<file path="src/rtl/lshifter32_pkg.sv">
// Shared types, state encoding and helpers for the sequential 32-bit left shifter.
package lshifter32_pkg;

  localparam int unsigned SHAMT_W   = 5;
  localparam int unsigned WIDTH_DEF = 32;

  typedef logic [SHAMT_W-1:0] shamt_t;

  localparam logic [1:0] StIdle  = 2'd0;
  localparam logic [1:0] StShift = 2'd1;
  localparam logic [1:0] StDone  = 2'd2;

  // Positions to shift this cycle: min(step, rem).
  function automatic shamt_t step_amount(input shamt_t rem, input int unsigned step);
    logic [31:0] rem_ext;
    rem_ext = {27'd0, rem};
    if (rem_ext < step) begin
      return rem;
    end
    return shamt_t'(step);
  endfunction

endpackage

</file>
<file path="src/rtl/lshift_step.sv">
// One iteration of the shifter: data << min(STEP, rem), remaining count, and the bits pushed out.
module lshift_step
  import lshifter32_pkg::*;
#(
  parameter int unsigned STEP = 1
) (
  input  logic [31:0] data_i,
  input  shamt_t      rem_i,
  output logic [31:0] data_o,
  output shamt_t      rem_o,
  output logic [7:0]  shout_o
);

  shamt_t      k;
  logic [63:0] wide;

  always_comb begin
    k       = step_amount(rem_i, STEP);
    // Upper half collects whatever leaves bit 31; at most 8 bits per step.
    wide    = {32'd0, data_i} << k;
    data_o  = wide[31:0];
    rem_o   = rem_i - k;
    shout_o = wide[39:32];
  end

endmodule

</file>
<file path="src/rtl/lshifter32_seq.sv">
// Multi-cycle 32-bit logical left shifter with valid/ready handshakes on both sides.
// Optional sticky overflow output Ovf is compiled in with LSHIFTER32_SEQ_OVF_EN.
module lshifter32_seq
  import lshifter32_pkg::*;
#(
  parameter int unsigned WIDTH = WIDTH_DEF,
  parameter int unsigned STEP  = 1
) (
  input  logic             clk,
  input  logic             rst_n,
  input  logic [WIDTH-1:0] In1,
  input  logic [WIDTH-1:0] In2,
  input  logic             InValid,
  output logic             InReady,
  output logic [WIDTH-1:0] Out,
  output logic             OutValid,
  input  logic             OutReady,
  output logic             Busy
`ifdef LSHIFTER32_SEQ_OVF_EN
  ,
  output logic             Ovf
`endif
);

  logic [1:0]       state_q, state_d;
  logic [WIDTH-1:0] out_q, out_d;
  shamt_t           rem_q, rem_d;

  logic [31:0] step_data;
  shamt_t      step_rem;
  logic [7:0]  step_shout;

  // Only the low bits of the shift amount matter; 32 wraps to 0.
  logic unused_in2_hi;
  assign unused_in2_hi = ^In2[WIDTH-1:SHAMT_W];

  lshift_step #(
    .STEP (STEP)
  ) u_step (
    .data_i  (out_q),
    .rem_i   (rem_q),
    .data_o  (step_data),
    .rem_o   (step_rem),
    .shout_o (step_shout)
  );

`ifdef LSHIFTER32_SEQ_OVF_EN
  logic ovf_q, ovf_d;
`else
  logic [7:0] unused_shout;
  assign unused_shout = step_shout;
`endif

  always_comb begin
    state_d = state_q;
    out_d   = out_q;
    rem_d   = rem_q;
`ifdef LSHIFTER32_SEQ_OVF_EN
    ovf_d   = ovf_q;
`endif
    case (state_q)
      StIdle: begin
        if (InValid) begin
          out_d   = In1;
          rem_d   = In2[SHAMT_W-1:0];
          state_d = StShift;
`ifdef LSHIFTER32_SEQ_OVF_EN
          ovf_d   = 1'b0;
`endif
        end
      end
      StShift: begin
        if (rem_q == '0) begin
          state_d = StDone;
        end else begin
          out_d = step_data;
          rem_d = step_rem;
`ifdef LSHIFTER32_SEQ_OVF_EN
          ovf_d = ovf_q | (|step_shout);
`endif
        end
      end
      StDone: begin
        if (OutReady) begin
          state_d = StIdle;
        end
      end
      default: state_d = StIdle;
    endcase
  end

  always_ff @(posedge clk or negedge rst_n) begin
    if (!rst_n) begin
      state_q <= StIdle;
      out_q   <= '0;
      rem_q   <= '0;
`ifdef LSHIFTER32_SEQ_OVF_EN
      ovf_q   <= 1'b0;
`endif
    end else begin
      state_q <= state_d;
      out_q   <= out_d;
      rem_q   <= rem_d;
`ifdef LSHIFTER32_SEQ_OVF_EN
      ovf_q   <= ovf_d;
`endif
    end
  end

  always_comb begin
    InReady  = (state_q == StIdle);
    OutValid = (state_q == StDone);
    Busy     = (state_q == StShift) || (state_q == StDone);
    Out      = out_q;
  end

`ifdef LSHIFTER32_SEQ_OVF_EN
  assign Ovf = ovf_q;
`endif

endmodule

</file>
<file path="config.mk">
export PLATFORM = sky130hd
export DESIGN_NAME = lshifter32_seq
export DESIGN_NICKNAME = d
export VERILOG_FILES = /design/src/rtl/lshifter32_pkg.sv /design/src/rtl/lshift_step.sv /design/src/rtl/lshifter32_seq.sv
export SDC_FILE = /design/constraint.sdc
export NUM_CORES = 1
export LEC_CHECK = 0
export ABC_AREA = 1
export BUFFER_PORTS_ARGS = -buffer_cell sky130_fd_sc_hd__buf_2
export CORE_MARGIN = 8
export CORE_UTILIZATION = 40
export DETAILED_ROUTE_END_ITERATION = 16
export HOLD_SLACK_MARGIN = 0.15
export PLACE_DENSITY_LB_ADDON = 0.08
export SLEW_MARGIN = 25
export SYNTH_ARGS = -nofsm -noshare
export SYNTH_HDL_FRONTEND = slang
export SYNTH_SLANG_ARGS = --single-unit
</file>
<file path="constraint.sdc">
create_clock -name clk -period 5.2 [get_ports clk]
set_clock_uncertainty 0.15 [all_clocks]
set_input_delay 0.78 -clock clk [delete_from_list [all_inputs] [get_ports clk]]
set_output_delay 0.78 -clock clk [all_outputs]
set_load 0.01 [all_outputs]
</file>
# After elaboration in Yosys (flattened, before gate mapping)
# Cells that the tools add are included.
# word_totals
wordCells,31
reg_bits,39
inputBits,68
# classes
n_addsub,1
shift,1
muxes,13
n_reduce_logical,6
n_eq_ne,6
magnitude_cmp,1
# op_table
op,n
$mux 32,2
$pmux 32 s2,1
$shl 32x5->32,1
$mux 5,4
$pmux 5 s2,1
$mux 2,3
$ne 2x2->1 const B,3
$pmux 2 s3,1
$reduce_and 3->1,2
$logic_not 5->1,1
$lt 5x1->1 const B,1
$sub 5x5->5,1
$eq 2x1->1 const B,1
$eq 2x2->1 const B,1
$logic_not 2->1,1
$ne 2x1->1 const B,1
$reduce_bool 2->1,1
$logic_or 1x1->1,1
$mux 1,1

# Depth between registers and ports, before layout
# Gate-level depths: netlist of run 1.
# depth
ltp_word,6
ltp_mapped,12
mapped_depth_nobuf,11

# Cells and area by module
# From an unflattened synthesis of run 1, not the netlist that was laid out.
# unflattened
hier_cells,450
hier_area_um2,3039.2
# modules_own_cells
module,n_inst,seq_area_each_um2,area_each_um2,cells_each
lshifter32_seq,1,975.9,2302.2,309
lshift_step,1,0.0,737.0,141

# Least setup slack after synthesis of run 1
# OpenSTA, ideal clock, no wires.
# synth_timing
kind,input port to flip-flop
from,in InValid
to,reg out_q[30] (netlist: Out[30])
arrival_time_ps,1516
path_buffers,2
path_stages,7
setup_slack_ps,3469
setup_ps,65
cell_sequence,nor2_1 -> inv_1 -> nand2_2 -> buf_6 -> buf_6 -> nand2_1 -> nand2_1
# synth_between
elab_chain_cells,2
# synth_rtl
item,line_no,text
"start, declared",lshifter32_seq.sv:13,"input logic InValid,"
$ne 2x2->1 (no source line),n/a,
$reduce_and 3->1 (no source line),n/a,
"end signal, assigned",lshifter32_seq.sv:102,out_q <= out_d;
"end, declared",lshifter32_seq.sv:26,"logic [WIDTH-1:0] out_q, out_d;"
# Every way passes these cells.
# A chain may end at the register's enable or synchronous reset.

# Worst setup path after layout of run 1
# layout_timing
from,reg rem_q[0]
to,reg out_q[0] (netlist: Out[0])
# layout_between
elab_chain_cells,6
elab_cells_between_ends,10
# layout_rtl
item,line_no,text
"start, declared",lshifter32_seq.sv:27,"shamt_t rem_q, rem_d;"
"start signal, assigned",lshifter32_seq.sv:103,rem_q <= rem_d;
$lt 5x1->1,lshifter32_pkg.sv:17,if (rem_ext < step) begin
$mux 1,lshifter32_pkg.sv:17,
$mux 5,lshifter32_pkg.sv:20,return shamt_t'(step);
$shl 32x5->32,lshift_step.sv:20,"wide = {32'd0, data_i} << k;"
$mux 32,lshifter32_seq.sv:73,if (rem_q == '0) begin
$pmux 32 s2,lshifter32_seq.sv:61,case (state_q)
# Several ways; a longest one is shown, not always the timed one. The select of a mux whose other input is x is not followed.

==> results.py, run 1 <==
metrics = {
    "grt": {
        "grt_max_degree": 40,
        "antenna_found_initial": 0,
        "grt_util_all_layers_pct": 15.34,
        "grt.overflow.total": 0,
        "grt_pass1_vias": 2628,
        "grt_pass1_wl_mm": 12.28,
    },
    "synth": {
        "ys_seq_area_share_pct": 37.37,
        "synth_top_family_by_area": "simple AND/OR/NAND/NOR gates",
        "synth_area_um2": 2611,
        "yosys.area_share.simple_pct": 45.90,
        "synth_compound_area_share_pct": 3.019,
        "synthAdderAreaFrac_pct": 2.396,
        "synth-warning-count": 0,
        "synth_area_leader_cell": "dfrtp_1",
        "synth_cell_types": 19,
        "syn_area_per_cell_um2": 6.384,
        "synth_nets": 482,
        "syn-instance-count": 409,
        "synth_xor_xnor_area_share_pct": 0,
        "synth_mux_area_share_pct": 0.3833,
        "synth.area.top_cells": "dfrtp_1 (37%), nand2_1 (30%), nand4_1 (7.4%)",
        "synth_seq_cells": 39,
        "yosysTopAreaCellShare_pct": 37.37,
    },
    "clocking": {
        "clkTransAtPathRegs_ns": 0.08,
        "insertion_delay_ns": 0.29,
        "hold_buffers": 0,
        "ctsResizeCount": 0,
        "cts_inserted_buffers": 5,
        "numClockSinks": 39,
        "post_cts_buffers": 0,
        "cts.htree.levels": 2,
        "root_buffer": "clkbuf_8",
        "cts_buffer_depth": 2,
        "cts_tree": "yes",
    },
    "sta": {
        "rsz0062_at_grt": "false",
        "fmax_ghz": 0.2928,
        "tns_ns": 0,
        "final_max_slew_viol_count": 0,
        "finalCritPeriodShare_pct": 65.68,
        "relSlewSlack_pct": 34.87,
        "worstMarginPinSlew_ns": 0.9710,
        "period_needed_ns": 3.415,
        "finalSetupViolCount": 0,
        "hold_viol": 0,
    },
    "final_layout": {
        "drive_above_1_share_pct": 19.66,
        "final_nets": 540,
        "num-fill-cells": 701,
        "diodes": 0,
        "synthToLayoutAreaGrowth_pct": 18.59,
        "regArea_um2": 975.9,
        "layoutNonFillerInstCount": 545,
        "multi_input_area_um2": 1353,
    },
    "power": {
        "p_leak_nw": 1.872,
        "power_density_nw_per_um2": 710.2,
        "vdd.ir_drop.worst_v": 0.0005063,
    },
    "floorplanning": {
        "initial_core_util_pct": 41.12,
        "core-area_um2": 6350,
        "die_h_um": 96.80,
        "die_x_um": 96.80,
        "io_pins": 103,
        "rows": 29,
        "fp.dieArea_um2": 9369,
    },
    "routing": {
        "drt_iter0_markers": 128,
        "ant_nets": 0,
        "drc": 0,
        "dr_total_vias": 2715,
        "wl_per_cell_um": 13.43,
        "avgViaCountPerCell": 4.982,
        "drt_wl_total_mm": 7.318,
        "firstDrtPassIters": 4,
    },
    "placement": {
        "place_congestion": 0.8108,
        "place_inst": 537,
        "io_buffers": 75,
        "dp_hpwl_mm": 4.564,
    },
    "worst_setup_path": {
        "crit_required_ns": 5.19,
        "path_max_fanout": 34,
        "worst_setup_path_start_kind": "flop",
        "crit_type": "flop to flop",
        "cp-end-kind": "flop",
        "cp_data_arrival_time_ns": 3.40,
    },
    "run_status": {
        "status": "finished, final reports clean",
    },
    "hold_path": {
        "hp-class": "primary input to asynchronous set/reset pin",
    },
    "flow_run": {
        "cap_violations": 0,
    },
}
[metrics by stage]
stage	area [µm²]	hold slack (ns)	util, %	power (mW)	worst slack, ns
after global placement	2977	0.3097	46.88	1.921	1.786
final	3097	0.3131	48.77	2.199	1.785
after CTS	3094	0.3487	48.73	2.225	1.771
after detailed placement	2977	0.3182	46.88	1.948	1.789
after global routing	3097	0.3453	48.77	2.448	1.411
after floorplan	2611	0.3030	-	1.600	3.469
[cell type report]
type	instances	area share, %
timing repair buffer	77	12.69
multi-input combinational	301	43.68
sequential	39	31.52
inverter	43	5.212
clock buffer	6	2.667
clock inverter	2	1.131
tap	77	3.111
[cells by family (layout without fill, tap and decap cells)]
kind of cell,Yosys count,count (layout)
adder cells (fa/ha/maj),5,5
multiplexers,1,1
AND/OR/NAND/NOR,282,282
flip-flops,39,39
AO/OA/AOI/OAI,13,13
buffers and inverters,69,128
[sequential cells by signal (all words and copies together) (netlist names)]
| register | count |
|---|---|
| Out | 32 |
| state_q | 2 |
| rem_q | 5 |
[synth_stat cells]
cell type	count
nand2_1	210
inv_1	43
dfrtp_1	39
nand3_1	35
nand4_1	31
clkbuf_1	11
o21ai_0	10
buf_2	9
ha_1	5
buf_1	4
buf_6	2
nand2_2	2
nor2_1	2
a21boi_0	1
a21oi_1	1
a21oi_4	1
mux2i_1	1
nand3_2	1
nor2_4	1
[metal layers]
metal / track usage (%) / wire, µm
met1: 19.17 / 3446
met3: 4.765 / 463
met4: 3.905 / 54
met2: 24.90 / 3354
met5: 0 / 0
[report_power, final]
| group | internal, mW | switching (mW) |
|---|---|---|
| registers | 0.460 | 0.117 |
| logic | 0.431 | 0.922 |
| clock network | 0.155 | 0.113 |
| total | 1.05 | 1.15 |
[placed cells by master (no fill, tap or decap)]
cell       Yosys  routed
o21ai_0       10      10
nand4_1       31      31
nor2_4         1       1
clkinv_1       0       1
nand3_2        1       1
nand2_2        2       2
inv_1         43      41
nor2_2         0       1
buf_2          9      74
bufinv_16      0       1
a21oi_4        1       1
nor2_1         2       1
ha_1           5       5
clkbuf_8       0       6
a21boi_0       1       1
mux2i_1        1       1
a21oi_1        1       1
nand3_1       35      35
clkinv_2       0       1
dfrtp_1       39      39
inv_2          0       1
nand2_1      210     210
buf_4          0       3
[path summary, 6_finish.rpt]
kind / startpoint / to / slack (ns) / cells past startpoint
max: rem_q[0] / Out[0] / 1.78 / 5
min: rst_n / Out[1] / 0.31 / 1
max reg2reg: rem_q[0] / Out[0] / 1.78 / 5
min reg2reg: Out[31] / Out[31] / 0.34 / 2
max in group asynchronous: rst_n / Out[29] / 4.22 / 1
min in group clk: Out[31] / Out[31] / 0.34 / 2
[worst max-delay path: stages, from the launching register on]
cell,delay [ns]
dfrtp_1,0.35
clkinv_1,0.76
nand3_2,0.86
nand2_2,0.20
a21oi_4,0.80
a21oi_1,0.14
(Power assumes the default switching activity.)
==> inputs of run 2 (changes only) <==
Clock period 5.2 ns to 3.4 ns, I/O delays scaled along.
==> results.py, run 2 (synthesis results as in run 1) <==
metrics = {
    "clocking": {
        "post_cts_buffers": 0,
        "root_buffer": "clkbuf_8",
        "cts.htree.levels": 2,
        "hold_buffers": 0,
        "cts_tree": "yes",
        "insertion_delay_ns": 0.28,
        "cts_inserted_buffers": 5,
        "ctsResizeCount": 0,
        "cts_buffer_depth": 2,
        "clkTransAtPathRegs_ns": 0.08,
        "numClockSinks": 39,
    },
    "final_layout": {
        "final_common_cell": "nand2_1",
        "final_nets": 547,
        "synthToLayoutAreaGrowth_pct": 20.03,
        "layout_common_cells": "nand2_1 (210), buf_2 (74), inv_1 (43), dfrtp_1 (39), nand3_1 (35)",
        "largest_reg_flops": 32,
        "multi_input_area_um2": 1353,
        "num-fill-cells": 685,
        "regArea_um2": 975.9,
        "post-route-cell-area_um2": 3134,
        "drive_above_1_share_pct": 20.21,
        "diodes": 0,
        "final_util_pct": 49.36,
    },
    "grt": {
        "grt_util_all_layers_pct": 15.27,
        "grt.overflow.total": 0,
        "antenna_found_initial": 0,
        "grt_max_degree": 40,
        "grt_pass1_wl_mm": 12.39,
        "grt_pass1_vias": 2643,
    },
    "sta": {
        "worstMarginPinSlew_ns": 0.7654,
        "timing.hold.ws_ns": 0.3416,
        "finalCritPeriodShare_pct": 66.24,
        "relSlewSlack_pct": 48.79,
        "hold_viol": 0,
        "period_needed_ns": 2.252,
        "final_max_slew_viol_count": 0,
        "fmax_ghz": 0.4440,
        "rsz0062_at_grt": "false",
        "tns_ns": 0,
        "finalSetupViolCount": 0,
    },
    "hold_path": {
        "hold_path_depth": 2,
        "hp-class": "flop to flop",
    },
    "floorplanning": {
        "io_pins": 103,
        "die_h_um": 96.80,
        "fp.dieArea_um2": 9369,
        "rows": 29,
        "initial_core_util_pct": 41.12,
        "core-area_um2": 6350,
        "die_x_um": 96.80,
    },
    "worst_setup_path": {
        "cp-end-kind": "flop",
        "cp_data_arrival_time_ns": 2.24,
        "reg2reg_depth": 8,
        "crit_required_ns": 3.39,
        "path_max_fanout": 39,
        "worst_setup_path_start_kind": "flop",
        "crit_type": "flop to flop",
    },
    "routing": {
        "wl_per_cell_um": 12.94,
        "firstDrtPassIters": 4,
        "drt_wl_total_mm": 7.141,
        "dr_total_vias": 2639,
        "drc": 0,
        "ant_nets": 0,
        "avgViaCountPerCell": 4.781,
        "drt_iter0_markers": 84,
    },
    "power": {
        "sequentialPowerShare_pct": 26.5,
        "power_density_nw_per_um2": 1063,
        "clkPwrFrac_pct": 10.6,
        "p_int_mw": 1.592,
        "p_sw_share_pct": 52.23,
        "p_switching_mw": 1.741,
        "p_leak_nw": 1.899,
        "vdd.ir_drop.worst_v": 0.0007069,
        "comb_power_share_pct": 63.0,
    },
    "run_status": {
        "status": "finished, final reports clean",
    },
    "placement": {
        "dp_hpwl_mm": 4.656,
        "place_congestion": 0.7553,
        "detailed_place.area_um2": 3022,
        "io_buffers": 75,
    },
    "flow_run": {
        "cap_violations": 0,
    },
}
## run 2: cell types whose count changed in the layout (fill, tap and decap cells not counted), sizes merged
cell         delta
clkbuf          +2
bufinv          -1
clkinv          -2
inv             +1
buf             +6
dlygate4sd3     +1
## run 2: through the flow
stage          worst slack [ns]  cells  power [mW]
2_1_floorplan             1.700    409       2.447
3_3_place_gp              1.147    543       2.989
3_5_place_dp              1.113    543       3.021
4_1_cts                   1.094    551       3.386
5_1_grt                  0.8805    552       3.737
6_report                  1.148    552       3.333
## run 2: path summary, 6_finish.rpt
kind / start / end / slack (ns)
max in group asynchronous: rst_n / Out[13] / 2.13
max: state_q[1] / rem_q[2] / 1.15
min reg2reg: Out[31] / Out[31] / 0.34
min: Out[31] / Out[31] / 0.34
max reg2reg: state_q[1] / rem_q[2] / 1.15
min in group asynchronous: rst_n / Out[4] / 0.59
## run 2: critical path: stages (launching register included)
cell	delay, ns
dfrtp_1	0.41
inv_1	0.11
ha_1	0.15
buf_4	0.24
inv_1	0.08
nand2_1	0.14
nand2_1	0.09
nand2_2	0.56
o21ai_0	0.16
## run 2: power by group through the flow
stage	clock (mW)	sequential [mW]	combinational, mW
after floorplan	0	0.949	1.50
after global placement	0	0.890	2.10
after detailed placement	0	0.888	2.13
after CTS	0.370	0.885	2.13
after global routing	0.387	0.922	2.43
final	0.353	0.882	2.10
## run 2: area by class of cell
cell class              count  share of cell area (%)
flip-flops and latches     39                   31.14
well taps                  77                   3.074
clock buffers               8                   3.194
multi-input cells         301                   43.15
inverters                  43                   5.150
repair buffers             84                   14.29
## run 2: metal layers
| layer | wire length (µm) | vias to the layer above | global-route usage, % |
|---|---|---|---|
| li1 | - | 1404 | - |
| met1 | 3355 | 1161 | 18.88 |
| met2 | 3349 | 72 | 25.83 |
| met3 | 407 | 2 | 3.770 |
| met4 | 29 | 0 | 3.669 |
| met5 | 0 | - | 0 |
==> inputs of run 3 (changes only) <==
Clock period 3.4 ns to 1.8 ns, I/O delays scaled along.
==> results.py, run 3 (synthesis results as in run 1) <==
metrics = {
    "run_status": {
        "status": "finished, final reports clean",
    },
    "clocking": {
        "cts_tree": "yes",
        "cts_inserted_buffers": 5,
        "insertion_delay_ns": 0.29,
        "numClockSinks": 39,
        "root_buffer": "clkbuf_8",
        "cts.htree.levels": 2,
        "clkTransAtPathRegs_ns": 0.08,
        "cts_buffer_depth": 2,
    },
    "sta": {
        "rsz0062_at_grt": "false",
        "final_max_slew_viol_count": 0,
        "relSlewSlack_pct": 66.25,
        "finalCritPeriodShare_pct": 92.02,
        "period_needed_ns": 1.656,
        "tns_ns": 0,
        "worstMarginPinSlew_ns": 0.5062,
        "fmax_ghz": 0.6038,
        "hold_viol": 0,
        "finalSetupViolCount": 0,
    },
    "routing": {
        "dr_total_vias": 2892,
        "ant_nets": 0,
        "wl_per_cell_um": 12.87,
        "drt_iter0_markers": 181,
        "drt_wl_total_mm": 7.699,
        "drc": 0,
        "avgViaCountPerCell": 4.836,
        "firstDrtPassIters": 4,
    },
    "worst_setup_path": {
        "rr_endpoint": "rem_q[0]",
        "crit_type": "flop to flop",
        "crit_required_ns": 1.83,
        "cp_data_arrival_time_ns": 1.69,
        "r2r-start": "state_q[0]",
        "cp_slowest_cell": "dfrtp_1",
        "crit_start": "state_q[0]",
        "reg2reg_depth": 9,
        "critical_path.most_common_cell": "inv_1",
        "r2r_setup_slack_ns": 0.14,
        "critPathMaxStageDelay_ns": 0.42,
        "cp-end-kind": "flop",
        "path_max_fanout": 12,
        "worstSetupEndpoint": "rem_q[0]",
        "path_cells": "inv_1 -> ha_2 -> inv_1 -> nor2_1 -> buf_4 -> inv_2 -> nand2_4 -> clkbuf_16 -> o21ai_0",
        "worst_setup_path_start_kind": "flop",
    },
    "floorplanning": {
        "die_h_um": 96.80,
        "core-area_um2": 6350,
        "initial_core_util_pct": 41.12,
        "die_x_um": 96.80,
        "rows": 29,
        "io_pins": 103,
        "fp.dieArea_um2": 9369,
    },
    "grt": {
        "grt.overflow.total": 0,
        "antenna_found_initial": 0,
        "grt_pass1_wl_mm": 13.51,
        "grt_max_degree": 31,
        "grt_pass1_vias": 2864,
        "grt_util_all_layers_pct": 16.75,
    },
    "placement": {
        "dp_hpwl_mm": 5.191,
        "place_congestion": 0.7657,
        "detailed_place.area_um2": 3127,
        "io_buffers": 75,
    },
    "final_layout": {
        "final_nets": 593,
        "layout_common_cells": "nand2_1 (209), buf_2 (75), inv_1 (41), dfrtp_1 (39), dlygate4sd3_1 (36)",
        "regArea_um2": 975.9,
        "drive_above_1_share_pct": 21.50,
        "largest_reg_flops": 32,
        "synthToLayoutAreaGrowth_pct": 39.58,
        "multi_input_area_um2": 1365,
        "num-fill-cells": 643,
        "post-route-cell-area_um2": 3645,
        "final_common_cell": "nand2_1",
        "diodes": 0,
    },
    "power": {
        "clkPwrFrac_pct": 9.6,
        "sequentialPowerShare_pct": 24.3,
        "p_int_mw": 3.461,
        "p_sw_share_pct": 49.99,
        "power_density_nw_per_um2": 1899,
        "vdd.ir_drop.worst_v": 0.001163,
        "p_switching_mw": 3.460,
        "comb_power_share_pct": 66.1,
        "p_leak_nw": 2.123,
    },
    "hold_path": {
        "hp-class": "primary input to flop",
    },
    "flow_run": {
        "cap_violations": 0,
    },
}
==> run 3: cell count changes in the layout (fill, tap and decap cells not counted), sizes merged <==
cell | before | now
buf | 83 | 93
clkbuf | 8 | 9
dlygate4sd3 | 1 | 36
==> run 3: per-layer routing <==
metal | share of wire (%) | up-vias | GRT usage (%)
met5 | 0 | - | 0
met4 | 1.2 | 0 | 4.970
met3 | 5.5 | 6 | 4.267
met2 | 46 | 77 | 27.76
met1 | 47 | 1310 | 20.78
li1 | - | 1499 | -
==> run 3: layout make-up <==
class | count | share of cell area (%)
inverter | 43 | 4.428
sequential | 39 | 26.78
clock buffer | 8 | 2.746
multi-input combinational | 301 | 37.45
tap | 77 | 2.643
timing repair buffer | 130 | 25.95
==> run 3: worst min path at each step <==
| stage | from | end | slack [ns] | cells past startpoint |
|---|---|---|---|---|
| after floorplan | rst_n | Out[0] | -0.18 | 0 |
| after global placement | rst_n | Out[4] | 0.12 | 1 |
| after detailed placement | rst_n | Out[4] | 0.12 | 1 |
| after CTS | In1[0] | Out[0] | 0.16 | 3 |
| after global routing | In1[0] | Out[0] | 0.22 | 3 |
| final | In1[0] | Out[0] | 0.17 | 3 |
==> run 3: through the flow <==
stage / utilization (%) / setup WS (ns) / hold slack (ns) / total power [mW] / cells
floorplan: - / 0.09997 / -0.1756 / 4.623 / 409
global placement: 49.24 / 0.08171 / 0.1160 / 5.953 / 552
detailed placement: 49.24 / 0.06091 / 0.1231 / 6.024 / 552
CTS: 56.49 / 0.04072 / 0.1591 / 6.786 / 596
global route: 57.40 / 0.02797 / 0.2219 / 7.697 / 598
finish: 57.40 / 0.1437 / 0.1740 / 6.921 / 598
==> run 3: power by group through the flow <==
| stage | combinational [mW] | clock (mW) | sequential, mW |
|---|---|---|---|
| 4_1_cts | 4.41 | 0.697 | 1.68 |
| 3_3_place_gp | 4.27 | 0 | 1.68 |
| 6_report | 4.57 | 0.664 | 1.68 |
| 2_1_floorplan | 2.83 | 0 | 1.79 |
| 5_1_grt | 5.22 | 0.721 | 1.75 |
| 3_5_place_dp | 4.33 | 0 | 1.69 |
==> run 3: critical path, delay by kind of cell (launching register included) <==
kind	cells	cell delay, ns
AOI/OAI and AO/OA	1	0.07
buffers and inverters	5	0.52
DFF	1	0.42
adders and majority gates	1	0.21
and+or+nand+nor	2	0.18
==> run 3: repair_timing <==
action / in CTS / in global routing
buffers inserted: 0 / 1
endpoints found under the setup margin: 0 / 36
hold endpoints to repair: 54 / 0
gates resized for setup: 0 / 9
hold buffers: 36 / 0
